--- config.mk ---
export PLATFORM = sky130hd
export DESIGN_NAME = seg_serial_shifter_flat
export DESIGN_NICKNAME = d
export VERILOG_FILES = /design/src/rtl/seg_serial_shifter_if.sv /design/src/rtl/seg_serial_shifter.sv /design/src/flat_wrapper.sv
export SDC_FILE = /design/constraint.sdc
export NUM_CORES = 1
export LEC_CHECK = 0
export ABC_AREA = 1
export BUFFER_PORTS_ARGS = -buffer_cell sky130_fd_sc_hd__buf_2
export CAP_MARGIN = 0
export CORE_MARGIN = 2
export CORE_UTILIZATION = 53
export DETAILED_ROUTE_END_ITERATION = 16
export PLACE_DENSITY_LB_ADDON = 0.08
export SLEW_MARGIN = 20
export SYNTH_ARGS = -nofsm -noshare
export SYNTH_HDL_FRONTEND = slang
export SYNTH_SLANG_ARGS = --single-unit
--- constraint.sdc ---
create_clock -name clk -period 1.74 [get_ports clk]
set_clock_uncertainty 0.1 [all_clocks]
set_input_delay 0.087 -clock clk [delete_from_list [all_inputs] [get_ports clk]]
set_output_delay 0.087 -clock clk [all_outputs]
set_load 0.03 [all_outputs]
--- src/rtl/seg_serial_shifter_if.sv ---
// Bus between the segment decoder side and the serial display chain.
// Carries the frame request, the segment image and the chain pins.
interface seg_serial_shifter_if #(
   parameter int DATA_W = 64
);
   logic              start;
   logic [DATA_W-1:0] par_data;
   logic              busy;
   logic              done;
   logic              seg_clk;
   logic              seg_sout;
   logic              seg_pen;
   logic              seg_clrn;

   modport master (
      output start,
      output par_data,
      input  busy,
      input  done,
      input  seg_clk,
      input  seg_sout,
      input  seg_pen,
      input  seg_clrn
   );

   modport slave (
      input  start,
      input  par_data,
      output busy,
      output done,
      output seg_clk,
      output seg_sout,
      output seg_pen,
      output seg_clrn
   );
endinterface

--- src/rtl/seg_serial_shifter.sv ---
// Shifts a captured segment image MSB-first into an external SIPO chain,
// then pulses the chain latch. All outputs come straight from flops.
module seg_serial_shifter #(
   parameter int DATA_W  = 64,
   parameter int CLK_DIV = 2
) (
   input  logic                  clk,
   input  logic                  rst,
   seg_serial_shifter_if.slave   bus
);

   localparam int CW = (CLK_DIV > 1) ? $clog2(CLK_DIV) : 1;
   localparam int BW = $clog2(DATA_W);

   typedef enum logic [2:0] {
      IDLE,
      SHIFT_LO,
      SHIFT_HI,
      LATCH,
      DONE
   } state_t;

   state_t            state_q, state_d;
   logic [CW-1:0]     ph_q, ph_d;
   logic [BW-1:0]     bit_q, bit_d;
   logic [DATA_W-1:0] shreg_q, shreg_d;

   logic busy_q, busy_d;
   logic done_q, done_d;
   logic sclk_q, sclk_d;
   logic sout_q, sout_d;
   logic pen_q, pen_d;
   logic clrn_q, clrn_d;

   logic ph_end;
   logic last_bit;

   assign ph_end   = (ph_q == CW'(CLK_DIV - 1));
   assign last_bit = (bit_q == BW'(DATA_W - 1));

   // Next-state, phase/bit counting and shift register update
   always_comb begin
      state_d = state_q;
      ph_d    = ph_q;
      bit_d   = bit_q;
      shreg_d = shreg_q;
      unique case (state_q)
         IDLE: begin
            if (bus.start) begin
               shreg_d = bus.par_data;
               bit_d   = '0;
               ph_d    = '0;
               state_d = SHIFT_LO;
            end
         end
         SHIFT_LO: begin
            if (ph_end) begin
               ph_d    = '0;
               state_d = SHIFT_HI;
            end else begin
               ph_d = ph_q + 1'b1;
            end
         end
         SHIFT_HI: begin
            if (ph_end) begin
               ph_d    = '0;
               shreg_d = {shreg_q[DATA_W-2:0], 1'b0};
               bit_d   = bit_q + 1'b1;
               state_d = last_bit ? LATCH : SHIFT_LO;
            end else begin
               ph_d = ph_q + 1'b1;
            end
         end
         LATCH: begin
            if (ph_end) begin
               ph_d    = '0;
               state_d = DONE;
            end else begin
               ph_d = ph_q + 1'b1;
            end
         end
         DONE: begin
            state_d = IDLE;
         end
         default: begin
            state_d = IDLE;
         end
      endcase
   end

   // Output values decoded from the upcoming state so they land in flops
   always_comb begin
      busy_d = (state_d == SHIFT_LO) || (state_d == SHIFT_HI) ||
               (state_d == LATCH);
      done_d = (state_d == DONE);
      sclk_d = (state_d == SHIFT_HI);
      pen_d  = (state_d == LATCH);
      sout_d = 1'b0;
      if ((state_d == SHIFT_LO) || (state_d == SHIFT_HI)) begin
         sout_d = shreg_d[DATA_W-1];
      end
      clrn_d = 1'b1;
   end

   // State, counters and registered outputs
   always_ff @(posedge clk) begin
      if (rst) begin
         state_q <= IDLE;
         ph_q    <= '0;
         bit_q   <= '0;
         shreg_q <= '0;
         busy_q  <= 1'b0;
         done_q  <= 1'b0;
         sclk_q  <= 1'b0;
         sout_q  <= 1'b0;
         pen_q   <= 1'b0;
         clrn_q  <= 1'b0;
      end else begin
         state_q <= state_d;
         ph_q    <= ph_d;
         bit_q   <= bit_d;
         shreg_q <= shreg_d;
         busy_q  <= busy_d;
         done_q  <= done_d;
         sclk_q  <= sclk_d;
         sout_q  <= sout_d;
         pen_q   <= pen_d;
         clrn_q  <= clrn_d;
      end
   end

   assign bus.busy     = busy_q;
   assign bus.done     = done_q;
   assign bus.seg_clk  = sclk_q;
   assign bus.seg_sout = sout_q;
   assign bus.seg_pen  = pen_q;
   assign bus.seg_clrn = clrn_q;

endmodule
--- src/flat_wrapper.sv ---
// flat-port wrapper written by rule: the top's interface ports become plain ports
module seg_serial_shifter_flat 
#(
   parameter int DATA_W  = 64,
   parameter int CLK_DIV = 2
)
  (clk, rst, bus_start, bus_par_data, bus_busy, bus_done, bus_seg_clk, bus_seg_sout, bus_seg_pen, bus_seg_clrn);
  seg_serial_shifter_if #(.DATA_W(DATA_W)) bus_i ();
  input  logic clk;
  input  logic rst;
  input wire logic [$bits(bus_i.start)-1:0] bus_start;
  input wire logic [$bits(bus_i.par_data)-1:0] bus_par_data;
  output wire logic [$bits(bus_i.busy)-1:0] bus_busy;
  output wire logic [$bits(bus_i.done)-1:0] bus_done;
  output wire logic [$bits(bus_i.seg_clk)-1:0] bus_seg_clk;
  output wire logic [$bits(bus_i.seg_sout)-1:0] bus_seg_sout;
  output wire logic [$bits(bus_i.seg_pen)-1:0] bus_seg_pen;
  output wire logic [$bits(bus_i.seg_clrn)-1:0] bus_seg_clrn;
  assign bus_i.start = bus_start;
  assign bus_i.par_data = bus_par_data;
  assign bus_busy = bus_i.busy;
  assign bus_done = bus_i.done;
  assign bus_seg_clk = bus_i.seg_clk;
  assign bus_seg_sout = bus_i.seg_sout;
  assign bus_seg_pen = bus_i.seg_pen;
  assign bus_seg_clrn = bus_i.seg_clrn;
  seg_serial_shifter #(.DATA_W(DATA_W), .CLK_DIV(CLK_DIV)) u_core (.clk(clk), .rst(rst), .bus(bus_i));
endmodule
==> flow_summary.toml <==
[global_route]
grt_pass1_vias = 3065
grt_pass1_wl_um = 13400
grt_max_degree = 38
antenna_found_initial = 0
grt_use_total_pct = 25.8
grt_overflow_total = 0

[place]
dp.cells = 525
port_buffers = 72
dpl_cell_area_um2 = 3680
gp_congestion = 0.833
post-dp-hpwl_um = 4820
post-place-ws_ns = 0.108

[setup_path]
rr_endpoint = "u_core.shreg_q[59]$_SDFFE_PP0P_"
critPathKind = "register to register"
crit_path_end_kind = "register"
crit_fanout = 11
arrival_ns = 1.78
reg2reg_depth = 6
r2r_setup_slack_ns = 0.12
worstReg2RegStart = "u_core.state_q[0]$_SDFF_PP0_"
critPathLaunchType = "register"
critPathRequiredTime_ns = 1.90

[detailed_routing]
ant_nets = 0
dr.pass1.iters = 4
vias_per_cell = 5.32
dr_total_vias = 3211
drc = 0
drtIter0Drc = 247
wl_um = 8370
wire_per_inst_um = 13.9

[min_path]
min_path_cells = 3
hold_class = "input port to register"
hold_end = "u_core.shreg_q[59]$_SDFFE_PP0P_"
min-delay-start = "bus_par_data[59]"

[floorplan]
die-width_um = 82.4
start_util_pct = 55.1
die_h_um = 82.4
die-area_um2 = 6800
io_pins = 73
coreArea_um2 = 5920
fp-row-count = 28

[clock_network]
cts_root_buf = "clkbuf_8"
clockBufferDepth = 2
postCtsSetupBuffers = 0
clock_latency_ns = 0.35
numCtsBuffers = 9
clk_pin_slew_ns = 0.07
clock-sinks = 80
cts_tree = "yes"
ctsHtreeMaxLevel = 3

[synthesis]
synth_warnings = 0
ys_top_cells_by_area = "dfxtp_1 (49%), a22oi_1 (14%), a21oi_1 (11%)"
synth-edff-count = 0
synth_common_cells = "nand2_1 (90), dfxtp_1 (80), a21oi_1 (73), a22oi_1 (62)"
synth_most_common_cell = "nand2_1"
ys_seq_area_share_pct = 49.1
yosysTopAreaCell = "dfxtp_1"
synth_top_area_share_pct = 49.1
syn-instance-count = 396
postSynthAreaPerCell_um2 = 8.23
syn_area_um2 = 3260
synthesis.nets = 464
synth-seq-cells = 80
yosysUniqueCellTypes = 24
async_flop_share_pct = 0
synth_ff_type = "dfxtp_1"

[power_and_ir_drop]
leakage_uw = 0.00186
irDropWorstVdd_mv = 0.628
powerDensity_nw_per_um2 = 900
total_power_uw = 4070

[sta]
worstMarginPinSlew_ns = 0.386
drv_slew = 0
min_period_ns = 1.62
fin_crit_sh_pct = 93.1
fin_setup_tns_ns = 0
hold_violations = 1
rsz0062_at_grt = "no"
worst_slack_ns = 0.120
max_slew_margin_pct = 74.3
hold_ws_ns = -0.000122
timing.fmax_mhz = 617
setup_viol = 0

[finish]
fin_nets = 592
area_delta_synth_final_pct = 38.6
drive_above_1_share_pct = 21.4
num_antenna_cells = 0
fin_area_um2 = 4520
layout.cells.non_filler = 604

[outcome]
violations = "hold timing"
run_status = "complete, but fails checks"

[job]
maxCapViolCount = 0
## power by group
group          total (uW)  switching, uW  internal, uW  leakage (uW)
Sequential           2030           73.6          1960      0.000656
Clock                1360            658           700     0.0000993
Combinational         680            352           329       0.00110
Total                4070           1080          2990       0.00186
## layout by cell type, fill, tap and decap left out
master / netlist / routed
nand2_1: 90 / 90
dfxtp_1: 80 / 79
a21oi_1: 73 / 72
buf_2: 13 / 72
dlygate4sd3_1: 0 / 63
a22oi_1: 62 / 62
inv_1: 13 / 13
nor2_1: 13 / 11
clkbuf_8: 0 / 10
nand3_1: 8 / 8
buf_4: 5 / 8
nor3_1: 6 / 6
inv_2: 4 / 4
o21ai_0: 4 / 4
buf_12: 0 / 4
nor2_2: 2 / 3
nand4_1: 3 / 3
clkinv_2: 0 / 2
nor2_4: 0 / 1
nand3_4: 1 / 1
nand3_2: 1 / 1
nand2_4: 1 / 1
or2_2: 1 / 1
and3_1: 1 / 1
a21oi_2: 0 / 1
o21bai_1: 1 / 1
a211oi_1: 1 / 1
ha_1: 1 / 1
clkinv_4: 0 / 1
clkinvlp_4: 0 / 1
clkbuf_1: 8 / 1
bufinv_16: 0 / 1
dfxtp_2: 0 / 1
## logic make-up after synthesis
family | share of synthesized area, %
fa+ha+maj | 0.384
flops | 49.1
simple gates | 16.5
buf+inv | 7.41
compound gates | 26.6
## state kept, by name, summed over array words and instances, names as in the netlist
signal,flops
u_core.bus.busy,1
u_core.bus.seg_sout,1
u_core.bus.seg_clrn,1
u_core.bus.seg_clk,1
u_core.ph_end,1
u_core.state_q,3
u_core.shreg_q,64
u_core.bus.done,1
u_core.bus.seg_pen,1
u_core.bit_q,6
## timing repair
| item | in CTS | in global routing |
|---|---|---|
| hold buffers | 63 | 0 |
| gates resized for setup | 0 | 3 |
| hold endpoints to repair | 63 | 0 |
| setup endpoints to repair | 0 | 2 |
## metal layers
metal | global-route usage, % | vias up | wire length, um
met5 | 0 | - | 0
met4 | 9.83 | 0 | 140
met3 | 6.30 | 12 | 424
met2 | 43.1 | 83 | 4190
met1 | 32.0 | 1473 | 3620
li1 | - | 1643 | -
## worst max-delay path by stage
stage / slack [ns] / startpoint / cells after the start / endpoint
after floorplan: 0.31 / u_core.state_q[0]$_SDFF_PP0_ / 9 / u_core.bit_q[4]$_SDFFE_PP0P_
after global placement: 0.13 / u_core.ph_end$_SDFFE_PP0P_ / 6 / u_core.bus.seg_sout$_SDFF_PP0_
after detailed placement: 0.11 / u_core.ph_end$_SDFFE_PP0P_ / 6 / u_core.bus.seg_sout$_SDFF_PP0_
after CTS: 0.07 / u_core.ph_end$_SDFFE_PP0P_ / 5 / u_core.shreg_q[59]$_SDFFE_PP0P_
after global routing: 0.003 / u_core.state_q[0]$_SDFF_PP0_ / 6 / u_core.shreg_q[59]$_SDFFE_PP0P_
final: 0.12 / u_core.state_q[0]$_SDFF_PP0_ / 6 / u_core.shreg_q[59]$_SDFFE_PP0P_
## final cells by class
class / count / area [um2]
Clock buffer: 11 / 141
Inverter: 17 / 63.8
Sequential cell: 80 / 1600
Multi-Input combinational cell: 269 / 1430
Fill cell: 446 / 1400
Clock inverter: 5 / 56.3
Tap cell: 75 / 93.8
Timing Repair Buffer: 147 / 1130
## per-stage QoR
step / hold WS (ns) / utilization [%]
floorplan: 0.105 / -
detailed placement: 0.265 / 62.2
global route: 0.0144 / 76.4
finish: -0.000122 / 76.4
global placement: 0.255 / 62.2
CTS: 0.000780 / 76.2
## critical path: stages, from the launching register on
cell     delay (ns)
dfxtp_1        0.37
nor2_2         0.21
nand3_4        0.13
inv_2          0.25
buf_4          0.22
a22oi_1        0.09
a21oi_1        0.17
Power figures use the tool's default switching activity.
